**src/rtl/mode7_out_writer_pkg.sv**
```systemverilog
// Shared definitions for the mode-7 output writer: element width, FSM states and
// the beats-per-vector derivation from the SRAM write width.
`ifndef DATAWIDTH
`define DATAWIDTH 16
`endif

package mode7_out_writer_pkg;

    localparam int DW     = `DATAWIDTH;
    localparam int NLANES = 8;

    typedef enum logic [1:0] {
        IDLE = 2'd0,
        RUN  = 2'd1,
        DONE = 2'd2
    } state_e;

    function automatic int nb_of(input int wr_lanes);
        return NLANES / wr_lanes;
    endfunction

    // A single-beat configuration still carries a 1-bit beat index.
    function automatic int beat_w(input int wr_lanes);
        return (NLANES / wr_lanes > 1) ? $clog2(NLANES / wr_lanes) : 1;
    endfunction

endpackage

```
**src/rtl/mode7_beat_mux.sv**
```systemverilog
// Picks the WR_LANES consecutive lanes of the 8-lane hold register that form
// beat i_beat; lane k of the beat is element i_beat*WR_LANES+k.
module mode7_beat_mux
    import mode7_out_writer_pkg::*;
#(
    parameter int WR_LANES = 8,
    parameter int BW       = 1
)
(
    input  logic [DW-1:0]          i_hold [NLANES],
    input  logic [BW-1:0]          i_beat,
    output logic [WR_LANES*DW-1:0] o_data
);

    genvar gi;
    generate
        for (gi = 0; gi < WR_LANES; gi++) begin : g_lane
            logic [2:0] w_idx;
            assign w_idx = 3'((32'(i_beat) * WR_LANES) + gi);
            assign o_data[gi*DW +: DW] = i_hold[w_idx];
        end
    endgenerate

endmodule

```
**src/rtl/mode7_out_writer.sv**
```systemverilog
// Final softmax stage: captures 8-lane exp vectors and streams them to the output
// SRAM as NB beats at consecutive addresses, pulsing o_done after the last vector.
module mode7_out_writer
    import mode7_out_writer_pkg::*;
#(
    parameter int WR_LANES = 8,
    parameter int ADDRW    = 10,
    parameter int CNTW     = 10
)
(
    input  logic                   clk,
    input  logic                   rst,
    input  logic                   i_start,
    input  logic [ADDRW-1:0]       i_base_addr,
    input  logic [CNTW-1:0]        i_num_vecs,
    input  logic                   i_in_valid,
    output logic                   o_in_ready,
    input  logic [DW-1:0]          i_inp0,
    input  logic [DW-1:0]          i_inp1,
    input  logic [DW-1:0]          i_inp2,
    input  logic [DW-1:0]          i_inp3,
    input  logic [DW-1:0]          i_inp4,
    input  logic [DW-1:0]          i_inp5,
    input  logic [DW-1:0]          i_inp6,
    input  logic [DW-1:0]          i_inp7,
    output logic                   o_wr_en,
    input  logic                   i_wr_ready,
    output logic [ADDRW-1:0]       o_wr_addr,
    output logic [WR_LANES*DW-1:0] o_wr_data,
    output logic                   o_busy,
    output logic                   o_done
);

    localparam int NB = nb_of(WR_LANES);
    localparam int BW = beat_w(WR_LANES);
    localparam logic [BW-1:0] LAST_BEAT = BW'(NB - 1);

    state_e           r_state, w_state_next;
    logic [ADDRW-1:0] r_addr;
    logic [CNTW-1:0]  r_num, r_accepted, r_written;
    logic [BW-1:0]    r_beat;
    logic             r_hold_valid;
    logic [DW-1:0]    r_hold  [NLANES];
    logic [DW-1:0]    w_lanes [NLANES];
    logic             w_beat_acc, w_last_beat, w_vec_done, w_capture;

    assign w_lanes[0] = i_inp0;
    assign w_lanes[1] = i_inp1;
    assign w_lanes[2] = i_inp2;
    assign w_lanes[3] = i_inp3;
    assign w_lanes[4] = i_inp4;
    assign w_lanes[5] = i_inp5;
    assign w_lanes[6] = i_inp6;
    assign w_lanes[7] = i_inp7;

    assign w_beat_acc  = r_hold_valid && i_wr_ready;
    assign w_last_beat = (r_beat == LAST_BEAT);
    assign w_vec_done  = w_beat_acc && w_last_beat;
    // Refill in the same cycle the last beat drains, so vectors stream without a bubble.
    assign o_in_ready  = (r_state == RUN) && (r_accepted < r_num) && (!r_hold_valid || w_vec_done);
    assign w_capture   = i_in_valid && o_in_ready;

    assign o_wr_en   = r_hold_valid;
    assign o_wr_addr = r_addr;
    assign o_busy    = (r_state != IDLE);
    assign o_done    = (r_state == DONE);

    genvar gi;
    generate
        for (gi = 0; gi < NLANES; gi++) begin : g_hold
            always_ff @(posedge clk or posedge rst) begin
                if (rst) begin
                    r_hold[gi] <= '0;
                end else if (w_capture) begin
                    r_hold[gi] <= w_lanes[gi];
                end
            end
        end
    endgenerate

    always_ff @(posedge clk or posedge rst) begin
        if (rst) begin
            r_state      <= IDLE;
            r_addr       <= '0;
            r_num        <= '0;
            r_accepted   <= '0;
            r_written    <= '0;
            r_beat       <= '0;
            r_hold_valid <= 1'b0;
        end else begin
            r_state <= w_state_next;
            if (r_state == IDLE && i_start) begin
                r_num      <= i_num_vecs;
                r_addr     <= i_base_addr;
                r_accepted <= '0;
                r_written  <= '0;
            end
            if (w_beat_acc) begin
                r_addr <= r_addr + ADDRW'(1);
                r_beat <= w_last_beat ? '0 : r_beat + BW'(1);
                if (w_last_beat) begin
                    r_written <= r_written + CNTW'(1);
                end
            end
            if (w_capture) begin
                r_hold_valid <= 1'b1;
                r_beat       <= '0;
                r_accepted   <= r_accepted + CNTW'(1);
            end else if (w_vec_done) begin
                r_hold_valid <= 1'b0;
            end
        end
    end

    always_comb begin
        w_state_next = r_state;
        case (r_state)
            IDLE: begin
                if (i_start) begin
                    w_state_next = (i_num_vecs == '0) ? DONE : RUN;
                end
            end
            RUN: begin
                if (w_vec_done && (r_written == r_num - CNTW'(1))) begin
                    w_state_next = DONE;
                end
            end
            DONE:    w_state_next = IDLE;
            default: w_state_next = IDLE;
        endcase
    end

    mode7_beat_mux #(
        .WR_LANES (WR_LANES),
        .BW       (BW)
    ) u_beat_mux (
        .i_hold (r_hold),
        .i_beat (r_beat),
        .o_data (o_wr_data)
    );

endmodule

```
**config.mk**
```make
export PLATFORM = sky130hd
export DESIGN_NAME = mode7_out_writer
export DESIGN_NICKNAME = d
export VERILOG_FILES = /design/src/rtl/mode7_out_writer_pkg.sv /design/src/rtl/mode7_beat_mux.sv /design/src/rtl/mode7_out_writer.sv
export SDC_FILE = /design/constraint.sdc
export NUM_CORES = 1
export LEC_CHECK = 0
export BUFFER_PORTS_ARGS = -buffer_cell sky130_fd_sc_hd__buf_2
export CORE_ASPECT_RATIO = 0.9
export CORE_MARGIN = 3
export CORE_UTILIZATION = 35
export CTS_CLUSTER_DIAMETER = 100
export DETAILED_ROUTE_END_ITERATION = 7
export GPL_TIMING_DRIVEN = 0
export HOLD_SLACK_MARGIN = 0.12
export PLACE_DENSITY = 0.66
export SYNTH_ARGS = -nofsm -noshare
export SYNTH_HDL_FRONTEND = slang
export SYNTH_SLANG_ARGS = --single-unit
```
**constraint.sdc**
```tcl
create_clock -name clk -period 4.62 [get_ports clk]
set_clock_uncertainty 0.1 [all_clocks]
set_input_delay 0.231 -clock clk [delete_from_list [all_inputs] [get_ports clk]]
set_output_delay 0.231 -clock clk [all_outputs]
set_load 0.005 [all_outputs]
```
After elaboration in Yosys (flattened, before gate mapping)
Index checks and enable logic that the tools add are counted.

Bitwise logic cells: 8. $lt $le $gt $ge: 8. Add/subtract/negate cells: 12. Reductions and logical operators: 17. Multiplexer cells: 37. Equal/unequal tests: 5.

Operator list (number): 16-bit binary-select mux with 3-bit select (7); 16-bit 2-to-1 mux (14); 10-bit 2-to-1 mux (7); 10-bit by 1-bit adder with 10-bit output (second input constant) (3); 4-bit greater-or-equal comparator (second input constant) (7); 3-bit NOT with 4-bit output (7); 10-bit equality test (1); 10-bit zero test (1); 10-bit less-than comparator (1); 2-bit nonzero test (5); 10-bit by 1-bit subtractor with 10-bit output (second input constant) (1); 1-bit by 2-bit adder with 3-bit output (both inputs constant) (3); 1-bit logical AND (7); 1-bit by 3-bit adder with 3-bit output (both inputs constant) (2); 2-bit 2-to-1 mux (3); 1-bit 2-to-1 mux (5); 1-bit by 1-bit adder with 2-bit output (both inputs constant) (2); 2-bit case mux with 2 select lines (1); 2-bit by 1-bit equality test with 1-bit output (second input constant) (1); 2-bit equality test (second input constant) (1); 2-bit zero test (1); 2-bit by 1-bit != test with 1-bit output (second input constant) (1); 2-bit != test (second input constant) (1); 2-bit AND reduction (1); 4 further kinds (4).

Input port bits: 153. Word-level logic and storage cells: 102. Output and inout bits: 142. Bits in registers: 172.

Longest topological paths before layout
Word-level depth: 6. Depth in mapped cells: 10. Mapped depth without buffers: 8.

Cells and area by module
A second synthesis with hierarchy kept.

Cells, all modules: 707. Area, all modules: 8350.5 µm².

By module, submodules not included: mode7_out_writer (instances 1, cells an instance 579, area each 7389.6 µm², sequential area each 4279.1 µm²); mode7_beat_mux (instances 1, cells an instance 128, area each 960.9 µm², sequential area each 0.0 µm²).

Worst setup path after synthesis
OpenSTA, ideal clock, no wires.

Path type: reg2reg. Start: reg r_num[5]. End: reg r_hold[10] (netlist bit). Clock period less this slack: 2.507 ns. Path slack: 2.113 ns. Stages on the path, launching flop included: 10. Library setup time: 0.128 ns. Arrival: 2.279 ns. Cell sequence: dfrtp_1 > inv_1 > ha_1 > a211o_1 > a21oi_1 > o32ai_4 > nor2_2 > buf_4 > buf_4 > mux2_1.

Word-level cells in the longest chain between the ends: 4.

Ends and longest elaborated chain: from (decl) (line mode7_out_writer.sv:40) `logic [CNTW-1:0] r_num, r_accepted, r_written;`; from (signal assigned) (line mode7_out_writer.sv:93) `r_num <= i_num_vecs;`; 10-bit less-than comparator (line mode7_out_writer.sv:60) `assign o_in_ready = (r_state == RUN) && (r_accepted < r_num) && (!r_hold_valid || w_vec_done);`; 1-bit logical AND (2 in series) (line mode7_out_writer.sv:60); 1-bit logical AND (line mode7_out_writer.sv:61) `assign w_capture = i_in_valid && o_in_ready;`; to (signal, indexed assignment) (line mode7_out_writer.sv:75) `r_hold[gi] <= w_lanes[gi];`; to (decl) (line mode7_out_writer.sv:43) `logic [DW-1:0] r_hold [NLANES];`.

No other way between the ends. A chain may end at the register's enable or synchronous reset.

Worst setup path after layout
Start: reg r_num[2]. End: reg r_hold[20] (netlist bit).

Same word-level chain as after synthesis.

==> reports/metrics.csv <==
metric,value,unit
grt_pass1_wl,37000,um
cts_sinks,171,
power,0.00539,W
synth_sequential_area_ratio,57.5,%
final_area,11500,sq um
synth_cell_types,50,
r2r_cells,10,
min_path_type,input pin to register,
drive_above_1_share,38.7,%
cp_num_cells,10,
netlist_top_cells_count,"171 x dfrtp_1, 65 x mux2_1, 63 x mux2_2, 43 x nand2_1, 34 x o21ai_0",
io_buffers,294,
min_to,r_accepted[1]$_DFFE_PP0P_,
rr_startpoint,r_num[2]$_DFFE_PP0P_,
ant_nets,0,
holdPathStages,4,
synth.most_common_cell,dfrtp_1,
first_pass_iters,4,
cp_top_family,compound AO/OA/AOI/OAI gates,
synth_area_leader_cell,dfrtp_1,
cp_slowest_cell,dfrtp_1,
cp.required,4.82,ns
synth.top_cell.area_share,57.5,%
pin_count,295,
cts_tree,yes,
relSlewSlack,51.2,%
gp_congestion,0.817,
powerDensity,470,nW/um^2
vdd_drop_max,0.000251,V
synth.avg_cell_area,12.7,sq um
first_iter_violations,245,
grt_antenna_before_repair,1,
max_freq,332,MHz
die_x,160,um
nets,1222,
crit_type,register to register,
hold_viol,0,
cap_violations,0,
coreArea,20400,sq um
fin_tns_setup,0,ns
fin_crit,3.01,ns
ys_top_cells_by_area,"dfrtp_1 58%, mux2_1 9.8%, mux2_2 9.5%",
syn_to_final_growth,54.0,%
crit_fanout,10,
fp-row-count,49,
grt.busiest_layer,met2,
setup_viol,0,
worstHoldStart,i_in_valid,
post_cts_buffers,0,
vias,6501,
clk_pin_slew,0.07,ns
drc,0,
die_h,144,um
endpoint_kind,register,
placed_cell_area,9340,sq um
syn-num-nets,754,
vias_per_cell,4.82,
totalWireLength,23400,um
yosysWarnings,0,
synth_edf_count,0,
ys.flop_type,dfrtp_1,
dp_hpwl,16100,um
grt_overflow,0,
p_leak,5.33,nW
reg2reg_to,r_hold[20]$_DFFE_PP0P_,
syn_area,7440,sq um
grtUsageMet3,5.58,%
outcome,finished clean,
path_buf_inv,3,
postSynth.asyncResetShare,100,%
synthCells,588,
routedWlPerCell,17.3,um
worst_setup_path_start_kind,register,
cp.arrival,3.21,ns
grt_usage,20.1,%
critPathMaxStageDelay,0.44,ns
min_period_over_period,65.2,%
worst_slew_pin_slew,0.730,ns
use_met2,36.4,%
grt_max_degree,41,
clk_path_buf_depth,2,
start_util,36.4,%
grt_pass1_vias,6997,
cts_buffers,17,
dieArea,23000,sq um
clk_latency,0.42,ns
synth_seq_cells,171,
crit_chain,"inv_1, ha_1, a21oi_1, o21ai_1, a21oi_1, o32ai_4, nor2_2, buf_4, buf_4, mux2_1",
root_buffer,clkbuf_16,
slew_violations,0,
regToRegSetupSlack,1.61,ns
rsz0062_at_grt,false,
cts-htree-levels,4,
grtUsageMet1,23.3,%
==> cells by family (layout without fill, tap and decap cells) <==
group / count (synthesis) / count (layout) / synth area share, %
XOR/XNOR: 16 / 16 / 1.88
adder cells (fa/ha/maj): 13 / 13 / 2.19
buffers and inverters: 39 / 520 / 2.47
flip-flops: 171 / 171 / 57.5
AO/OA/AOI/OAI: 84 / 84 / 7.49
other: 0 / 1 / 0
multiplexers: 129 / 129 / 19.5
AND/OR/NAND/NOR: 136 / 136 / 8.93
==> report_power, final <==
part / total, W / internal [W] / switching (W)
logic: 0.00168 / 0.000873 / 0.000809
clock network: 0.00144 / 0.000736 / 0.000709
registers: 0.00226 / 0.00193 / 0.000329
==> cells in the final DEF, fill, tap and decap left out, drive strengths merged, types with 10 or more instances in the layout <==
master	count
a21oi	15
and3	10
buf	312
clkbuf	27
dfrtp	171
dlygate4sd3	151
ha	13
inv	24
mux2	128
nand2	43
nand3	16
nor2	30
o21ai	35
xnor2	10
==> tightest hold or removal path, cell delays in order <==
cell and delay (ns):
buf_2 0.09, and2_1 0.15, nand3_1 0.09, o21ai_0 0.07
==> flip-flops by register name (all words and copies together), names as in the netlist <==
| name | count |
|---|---|
| r_written | 10 |
| r_accepted | 10 |
| o_wr_addr | 10 |
| r_num | 10 |
| r_hold | 128 |
| o_wr_en | 1 |
| r_state | 2 |
==> area by class of cell <==
class,instances,area (sq um)
clock inverters,14,170
diodes,1,2.50
repair buffers,449,3060
well taps,280,350
flip-flops and latches,171,4280
multi-input cells,378,2980
inverters,16,63.8
fillers,1673,8960
plain buffers,23,124
clock buffers,18,429
==> worst max-delay path by stage <==
stage                              start                       end  slack, ns
floorplan                            rst  o_wr_addr[0]$_DFFE_PP0P_       2.11
global placement                     rst     r_hold[0]$_DFFE_PP0P_       0.95
detailed placement  r_num[5]$_DFFE_PP0P_    r_hold[20]$_DFFE_PP0P_       1.58
CTS                 r_num[2]$_DFFE_PP0P_    r_hold[20]$_DFFE_PP0P_       1.56
global route        r_num[2]$_DFFE_PP0P_    r_hold[20]$_DFFE_PP0P_       1.38
finish              r_num[2]$_DFFE_PP0P_    r_hold[20]$_DFFE_PP0P_       1.61
==> per-layer routing <==
layer	part of all wire, %	wire length (um)	vias up
met1	39	9190	3187
met4	2.2	513	0
li1	-	-	3050
met2	53	12300	225
met5	0	0	-
met3	6.0	1400	39
==> stage by stage <==
| stage | hold slack (ns) | utilization [%] | setup slack [ns] | instances |
|---|---|---|---|---|
| after floorplan | 0.248 | - | 2.11 | 588 |
| after global placement | 0.346 | 45.4 | 0.948 | 1162 |
| after detailed placement | 0.291 | 45.8 | 1.58 | 1166 |
| after CTS | 0.127 | 56.1 | 1.56 | 1349 |
| after global routing | 0.205 | 56.1 | 1.38 | 1350 |
| final | 0.145 | 56.1 | 1.61 | 1350 |
==> timing repair <==
action                                 4_1_cts  5_1_grt
gates resized for setup                      0        0
hold buffers                               151        0
endpoints found under the hold margin      179        0
No activity file was read; power rests on OpenSTA's default activity.
